--- src/rtl/cla_4bit.sv ---
// Registered 4-bit carry-lookahead slice with group propagate/generate export.
// Latency 1 cycle, one addition per cycle; no handshake, so operands are taken every edge.
module cla_4bit (
  input  logic       clk,
  input  logic       rst_n,
  input  logic [3:0] a,
  input  logic [3:0] b,
  input  logic       c,
  output logic [3:0] sum,
  output logic       c_out,
  output logic       group_p,
  output logic       group_g
);

  logic [3:0] g;
  logic [3:0] p;
  logic       c1;
  logic       c2;
  logic       c3;
  logic       c4;
  logic [3:0] sum_nxt;
  logic       gp_nxt;
  logic       gg_nxt;

  assign g = a & b;
  assign p = a ^ b;

  // Every carry is a flat SOP of p/g and the carry-in; none is built from another carry.
  assign c1 = g[0]
            | (p[0] & c);
  assign c2 = g[1]
            | (p[1] & g[0])
            | (p[1] & p[0] & c);
  assign c3 = g[2]
            | (p[2] & g[1])
            | (p[2] & p[1] & g[0])
            | (p[2] & p[1] & p[0] & c);
  assign c4 = g[3]
            | (p[3] & g[2])
            | (p[3] & p[2] & g[1])
            | (p[3] & p[2] & p[1] & g[0])
            | (p[3] & p[2] & p[1] & p[0] & c);

  assign gp_nxt = p[3] & p[2] & p[1] & p[0];
  assign gg_nxt = g[3]
                | (p[3] & g[2])
                | (p[3] & p[2] & g[1])
                | (p[3] & p[2] & p[1] & g[0]);

  assign sum_nxt = p ^ {c3, c2, c1, c};

  always_ff @(posedge clk or negedge rst_n) begin
    if (!rst_n) begin
      sum     <= 4'h0;
      c_out   <= 1'b0;
      group_p <= 1'b0;
      group_g <= 1'b0;
    end else begin
      sum     <= sum_nxt;
      c_out   <= c4;
      group_p <= gp_nxt;
      group_g <= gg_nxt;
    end
  end

endmodule

--- config.mk ---
export PLATFORM = sky130hd
export DESIGN_NAME = cla_4bit
export DESIGN_NICKNAME = d
export VERILOG_FILES = /design/src/rtl/cla_4bit.sv
export SDC_FILE = /design/constraint.sdc
export NUM_CORES = 1
export LEC_CHECK = 0
export ABC_CLOCK_PERIOD_IN_PS = 800
export BUFFER_PORTS_ARGS = -buffer_cell sky130_fd_sc_hd__buf_4
export CORE_AREA = 2 2 39 41
export CTS_CLUSTER_DIAMETER = 200
export DETAILED_ROUTE_END_ITERATION = 10
export DIE_AREA = 0 0 41 43
export GPL_TIMING_DRIVEN = 0
export PLACE_DENSITY = 0.64
export SETUP_SLACK_MARGIN = 0.02
export SLEW_MARGIN = 30
export SYNTH_ARGS = -nofsm -noshare
export SYNTH_HDL_FRONTEND = slang
export SYNTH_SLANG_ARGS = --single-unit
--- constraint.sdc ---
create_clock -name clk -period 0.8 [get_ports clk]
set_input_delay 0.12 -clock clk [delete_from_list [all_inputs] [get_ports clk]]
set_output_delay 0.12 -clock clk [all_outputs]
set_load 0.005 [all_outputs]
==> summary.md, run 1 <==
| Metric | Value |
|---|---|
| Post-detailed-route via-to-cell ratio | `approximately 4.4` |
| Synthesized instance count | `29` |
| Most used cells in the layout excluding fill and tap cells | `buf_4 (9), buf_6 (8), dfrtp_1 (7)` |
| Failing checks | `setup timing` |
| Cell with the biggest individual delay on the critical path | `dfrtp_1` |
| Startpoint of the most critical hold path | `b[3]` |
| Seq pwr share | `around two fifths` |
| Net switching power | `roughly 270 uW` |
| Horiz. Die Dim | `approximately 41 um` |
| Die height | `between 40 and 50 um` |
| Slew headroom | `between 90% and 100%` |
| Detailed Route Iter0 Violations | `2` |
| Max Fanout on Critical Path | `1` |
| Wire length of the first global-routing pass | `around 950 um` |
| Global placement routability congestion | `a little over 0.7` |
| Final count of pins violating max slew | `0` |
| # setup viols final | `7` |
| Final WL | `around 600 um` |
| Number of global-route vias before repair | `269` |
| Overall power after layout | `between 1 and 1.5 mW` |
| Top-level I/O count | `18` |
| Count of antenna diodes in the layout | `0` |
| Final Hold Vio Count | `0` |
| Final-stage net count | `68` |
| Max-cap violations | `0` |
| Leading cell type in the layout, fill and taps excluded | `buf_4` |
| Unique masters post-synth | `14` |
| Remaining design rule violation count | `0` |
| Data required time at the worst endpoint | `between 0.6 and 0.7 ns` |
| Combinational group share of total power | `between 30% and 40%` |
| Die ar. | `0.001763 mm^2` |
| Critical path type | `register to output pin` |
| Layout cells sized above 1 | `approximately three fifths` |
| RSZ-0062 raised after global routing | `yes` |
| Maximum resistive drop on vdd | `0.4686 mV` |
| Number of synthesized register bits | `7` |
| Post-layout minimum cycle time | `roughly 0.85 ns` |
| Clock Pin Slew Worst Setup and Hold Paths | `approximately 0.05 ns` |
| Peak clock frequency supported by timing | `1182 MHz` |
| Initial antenna violation count | `0` |
| Overall overflow remaining after global route | `0` |
| Count of clock tree sinks | `7` |
| Vias after detailed routing | `roughly 290` |
| ANT nets after route | `0` |
| CP startpoint kind | `register` |
| Std-Cell Core Area | `0.001384 mm^2` |
| Initial DRT Pass Iterations | `2` |
| Filler Cells Inserted | `between 100 and 150` |
| Power Dens Cells | `roughly 1700 mW/mm^2` |
| Cell Area, Synth | `between 300 and 400 um^2` |
| Overall Global Routing Usage | `between 8 and 9%` |
| Result of the run | `finished, violations left` |
| Arrival time at the worst endpoint | `approximately 0.73 ns` |
| Sum of net half-perimeters after detailed placement | `509.1 um` |
| Critical path buffers and inverters | `1` |
| Critical path's top delay family | `flip-flops` |
| Critical Path Start | `c_out` |
| Switching Share | `around a quarter` |
| Starting density of the core | `roughly a quarter` |
| Yosys warnings | `0` |
| Post-DR wirelength/cell | `about 9.0 um` |
| Worst Hold Class | `input port to register` |
| Crit end category | `output pin` |
| Slew of the pin with the lowest slew margin | `~0.13 ns` |
| Growth of design area from synthesis to finish | `79.72%` |
| Maximum clock path buffer count | `2` |
| Worst-path cell chain | `buf_6` |
| Ratio of final minimum period to clock period | `105.8%` |
| Post-layout worst setup margin | `-0.04601 ns` |
| Nets in the synthesized netlist | `45` |
| Clock share of power | `28.4%` |
| Static leakage | `0.3106 nW` |
| CTS tree | `yes` |
| Cell-internal power | `around 800 uW` |
| Post-synthesis sequential area ratio | `between 40 and 50%` |
| CTS root buf | `clkbuf_4` |
| Pin count of the biggest net entering global routing | `8` |
| Share of the core filled with cells | `46.47%` |
| Inserted Clock Buffers | `3` |
| Synth Area per Inst | `~12 um^2` |
| Slowest Stage Delay on Critical Path | `~0.37 ns` |
| Quantity of I/O buffers inserted on ports | `17` |
| Level count of the clock H-tree | `1` |
| Row Count | `14` |
==> Yosys cell counts (all sizes together) <==
cell   number  area, um^2
dfrtp       7       175.2
ha          4       50.05
inv         4       15.01
a21o        3       22.52
a21oi       2       13.76
nand3       2       15.01
xnor2       2       17.52
and4        1       10.01
fa          1       20.02
nand2       1       3.750
nand4       1       6.260
xor2        1       8.760
==> power groups by stage <==
| stage | Combinational [mW] | Sequential (mW) | Clock (mW) |
|---|---|---|---|
| after global placement | 0.304 | 0.424 | 0 |
| after detailed placement | 0.307 | 0.425 | 0 |
| after global routing | 0.382 | 0.434 | 0.331 |
| after floorplan | 0.138 | 0.434 | 0 |
| after CTS | 0.343 | 0.430 | 0.327 |
| final | 0.350 | 0.430 | 0.309 |
==> final timing paths <==
| check | slack [ns] | endpoint | depth (start not counted) |
|---|---|---|---|
| worst max-delay path | -0.05 | c_out | 1 |
| worst min-delay path | 0.19 | group_g | 3 |
| max in group asynchronous | 0.47 | sum[0] | 2 |
| min in group asynchronous | 0.22 | group_p | 2 |
==> kinds of logic after synthesis <==
family	after synthesis	share of synthesized area, %
buffers and inverters	4	4.195
adder cells (fa/ha/maj)	5	19.58
AND/OR/NAND/NOR	5	9.789
XOR/XNOR	3	7.344
flip-flops	7	48.95
AO/OA/AOI/OAI	5	10.14
==> through the flow <==
step	TNS [ns]	cell area (um^2)	instances	worst slack (ns)	hold slack (ns)
6_report	-0.3030	643.1	67	-0.04601	0.1893
5_1_grt	-0.4542	643.1	67	-0.07025	0.1914
4_1_cts	-0.3963	631.9	67	-0.06124	0.1778
3_5_place_dp	-1.148	569.3	62	-0.2346	-0.06604
3_3_place_gp	-1.124	569.3	62	-0.2248	-0.06882
2_1_floorplan	-0.1468	421.7	29	-0.05245	-0.1756
==> state kept, by name, indices dropped and copies added, names as in the netlist <==
register  flops
c_out         1
group_p       1
group_g       1
sum           4
==> layer usage <==
metal | global-route usage, % | share of wire, % | up-vias
met4 | 14.00 | 5.1 | 0
met3 | 0 | 7.8 | 4
met2 | 12.19 | 49 | 16
li1 | - | - | 142
met5 | 0 | 0 | -
met1 | 8.469 | 38 | 130
==> area by class of cell <==
type / instances / area [um^2] / share of cell area [%]
Multi-Input combinational cell: 18 / 231.5 / 35.99
Timing Repair Buffer: 18 / 167.7 / 26.07
Tap cell: 16 / 20.02 / 3.113
Clock buffer: 4 / 26.28 / 4.086
Sequential cell: 7 / 175.2 / 27.24
Inverter: 4 / 22.52 / 3.502
==> what timing repair did <==
item / in CTS / in global routing
endpoints found under the setup margin: 7 / 9
hold endpoints to repair: 7 / 0
setup buffers: 0 / 0
resized for setup: 7 / 2
hold buffers: 1 / 0
(Power assumes the default switching activity.)
==> inputs of run 2 (changes only) <==
Settings changed: PLACE_DENSITY 0.64 to 0.48.
==> run 2 against run 1 <==
  * The run still ends with setup timing left
  * Routed wire length rose by 28%
  * Clock power fell by 2%
  * Critical path depth did not move
  * Cell count rose by 3.0%
  * Count of clock-buffer cells in the layout did not move
  * Via count rose by 2.7%
  * Core utilization rose by 1.4 points
  * Non-clock buffer count rose by 2
  * Setup slack got worse by 0.00057 ns
  * Sequential power barely moved
  * First-iteration DRC count fell by 50%
  * Critical path type unchanged
  * Largest cell class unchanged
  * Largest power group unchanged
==> summary.md, run 2 (synthesis results as in run 1) <==
| Metric | Value |
|---|---|
| Result of the run | `finished, violations left (unchanged)` |
| Failing checks | `setup timing (unchanged)` |
| Number of flip-flops under the largest register name | `4 (unchanged)` |
| Maximum resistive drop on vdd | `0.6651 mV (was 0.4686 mV)` |
| Leading cell type in the layout, fill and taps excluded | `buf_4 (unchanged)` |
| Cell-internal power | `836.7 uW (was 822.3 uW)` |
| Die ar. | `0.001763 mm^2 (unchanged)` |
| Vias after detailed routing | `300 (was 292)` |
| Layout cells sized above 1 | `62.26% (was 58.82%)` |
| Crit end category | `output pin (unchanged)` |
| ANT nets after route | `0 (unchanged)` |
| Post-layout worst setup margin | `-0.04658 ns (was -0.04601 ns)` |
| Slew of the pin with the lowest slew margin | `0.1386 ns (was 0.1343 ns)` |
| Count of clock tree sinks | `7 (unchanged)` |
| CP startpoint kind | `register (unchanged)` |
| Peak clock frequency supported by timing | `1181 MHz (was 1182 MHz)` |
| CTS root buf | `clkbuf_4 (unchanged)` |
| Remaining design rule violation count | `0 (unchanged)` |
| Std-Cell Core Area | `0.001384 mm^2 (unchanged)` |
| Final WL | `776 um (was 604 um)` |
| Pre-CTS setup slack | `-0.2187 ns (was -0.2346 ns)` |
| Overall overflow remaining after global route | `0 (unchanged)` |
| Final-stage net count | `70 (was 68)` |
| Share of the core filled with cells | `47.92% (was 46.47%)` |
| Seq pwr share | `38.9% (was 39.5%)` |
| Inserted Clock Buffers | `3 (unchanged)` |
| Post-detailed-route via-to-cell ratio | `4.348 (was 4.358)` |
| Most used cells in the layout excluding fill and tap cells | `buf_4 (11), buf_6 (8), dfrtp_1 (7) (was buf_4 (9), buf_6 (8), dfrtp_1 (7))` |
| Ratio of final minimum period to clock period | `105.8% (about the same)` |
| Critical path's top delay family | `flip-flops (unchanged)` |
| Initial DRT Pass Iterations | `2 (unchanged)` |
| Overall power after layout | `1.110 mW (was 1.088 mW)` |
| Clock share of power | `27.4% (was 28.4%)` |
| Slowest Stage Delay on Critical Path | `0.37 ns (about the same)` |
| Static leakage | `0.3209 nW (was 0.3106 nW)` |
| RSZ-0062 raised after global routing | `yes (unchanged)` |
| Post-DR wirelength/cell | `11.25 um (was 9.015 um)` |
| Starting density of the core | `25.86% (unchanged)` |
| WP depth | `1 (unchanged)` |
| Worst Hold Class | `input port to register (unchanged)` |
| Initial antenna violation count | `0 (unchanged)` |
| Power Dens Cells | `1674 mW/mm^2 (was 1692 mW/mm^2)` |
| Number of global-route vias before repair | `309 (was 269)` |
| Horiz. Die Dim | `41 um (unchanged)` |
| Worst-path cell chain | `buf_6 (unchanged)` |
| Switching Share | `24.63% (was 24.41%)` |
| Quantity of I/O buffers inserted on ports | `17 (unchanged)` |
| Combinational group share of total power | `33.7% (was 32.1%)` |
| Row Count | `14 (unchanged)` |
| Top-level I/O count | `18 (unchanged)` |
| Global placement routability congestion | `0.6795 (was 0.7278)` |
| Die height | `43 um (unchanged)` |
| Number of cells traversed by the worst hold path | `3 (unchanged)` |
| Critical path buffers and inverters | `1 (unchanged)` |
| Count of antenna diodes in the layout | `0 (unchanged)` |
| Slew headroom | `90.69% (was 90.98%)` |
| CTS tree | `yes (unchanged)` |
| Growth of design area from synthesis to finish | `85.31% (was 79.72%)` |
| Overall Global Routing Usage | `10.71% (was 8.669%)` |
| Cell with the biggest individual delay on the critical path | `dfrtp_1 (unchanged)` |
| Sum of net half-perimeters after detailed placement | `614.4 um (was 509.1 um)` |
| Pin count of the biggest net entering global routing | `8 (unchanged)` |
| Wire length of the first global-routing pass | `1200 um (was 952 um)` |
| Detailed Route Iter0 Violations | `1 (was 2)` |
| Post-layout minimum cycle time | `0.8466 ns (was 0.8460 ns)` |
| Final Hold Vio Count | `0 (unchanged)` |
| WHS | `0.1919 ns (was 0.1893 ns)` |
| Arrival time at the worst endpoint | `0.73 ns (about the same)` |
| Data required time at the worst endpoint | `0.68 ns (about the same)` |
| Critical path type | `register to output pin (unchanged)` |
| Clock Pin Slew Worst Setup and Hold Paths | `0.05 ns (about the same)` |
| Final count of pins violating max slew | `0 (unchanged)` |
| Sum of negative setup slack | `-0.2986 ns (was -0.3030 ns)` |
| # setup viols final | `7 (unchanged)` |
| Most flop-heavy register | `sum (unchanged)` |
| Maximum clock path buffer count | `2 (unchanged)` |
| Net switching power | `273.5 uW (was 265.6 uW)` |
| Max Fanout on Critical Path | `1 (unchanged)` |
| Level count of the clock H-tree | `1 (unchanged)` |
| Max-cap violations | `0 (unchanged)` |
| Filler Cells Inserted | `145 (was 134)` |
run 2: cell count changes in the layout (fill, tap and decap cells not counted), sizes merged:
cell | before | now
buf | 17 | 19
run 2: stage by stage:
step                instances  cell area [um^2]
finish                     69             663.1
CTS                        67             631.9
global route               69             663.1
global placement           62             569.3
detailed placement         62             569.3
floorplan                  29             421.7
run 2: path summary, 6_finish.rpt:
kind,start,endpoint
setup / recovery,group_g,group_g
hold / removal,b[3],group_g
max in group asynchronous,rst_n,sum[0]
min in group asynchronous,rst_n,group_p
run 2: area by class of cell:
type | count | area (um^2) | share of cell area [%]
Multi-Input combinational cell | 18 | 236.5 | 35.66
Tap cell | 16 | 20.02 | 3.019
Inverter | 4 | 22.52 | 3.396
Clock buffer | 4 | 26.28 | 3.962
Sequential cell | 7 | 175.2 | 26.42
Timing Repair Buffer | 20 | 182.7 | 27.55
run 2: per-layer routing:
| layer | vias to the layer above | routed length, um | part of all wire [%] | global-route usage [%] |
|---|---|---|---|---|
| met5 | - | 0 | 0 | 0 |
| met3 | 0 | 63 | 8.1 | 3.665 |
| li1 | 146 | - | - | - |
| met1 | 141 | 249 | 32 | 8.852 |
| met4 | 0 | 0 | 0 | 10.00 |
| met2 | 13 | 464 | 60 | 17.81 |
run 2: repair_timing:
item	CTS	global route
setup buffers	0	2
pin swaps	0	3
gates resized for setup	7	3
hold buffers	1	0
setup endpoints to repair	7	9
hold endpoints to repair	7	0
run 2: power by group through the flow:
stage / Combinational (mW) / Sequential [mW] / Clock, mW
CTS: 0.347 / 0.433 / 0.318
global placement: 0.305 / 0.425 / 0
detailed placement: 0.312 / 0.428 / 0
global route: 0.418 / 0.435 / 0.345
floorplan: 0.138 / 0.434 / 0
finish: 0.374 / 0.432 / 0.304
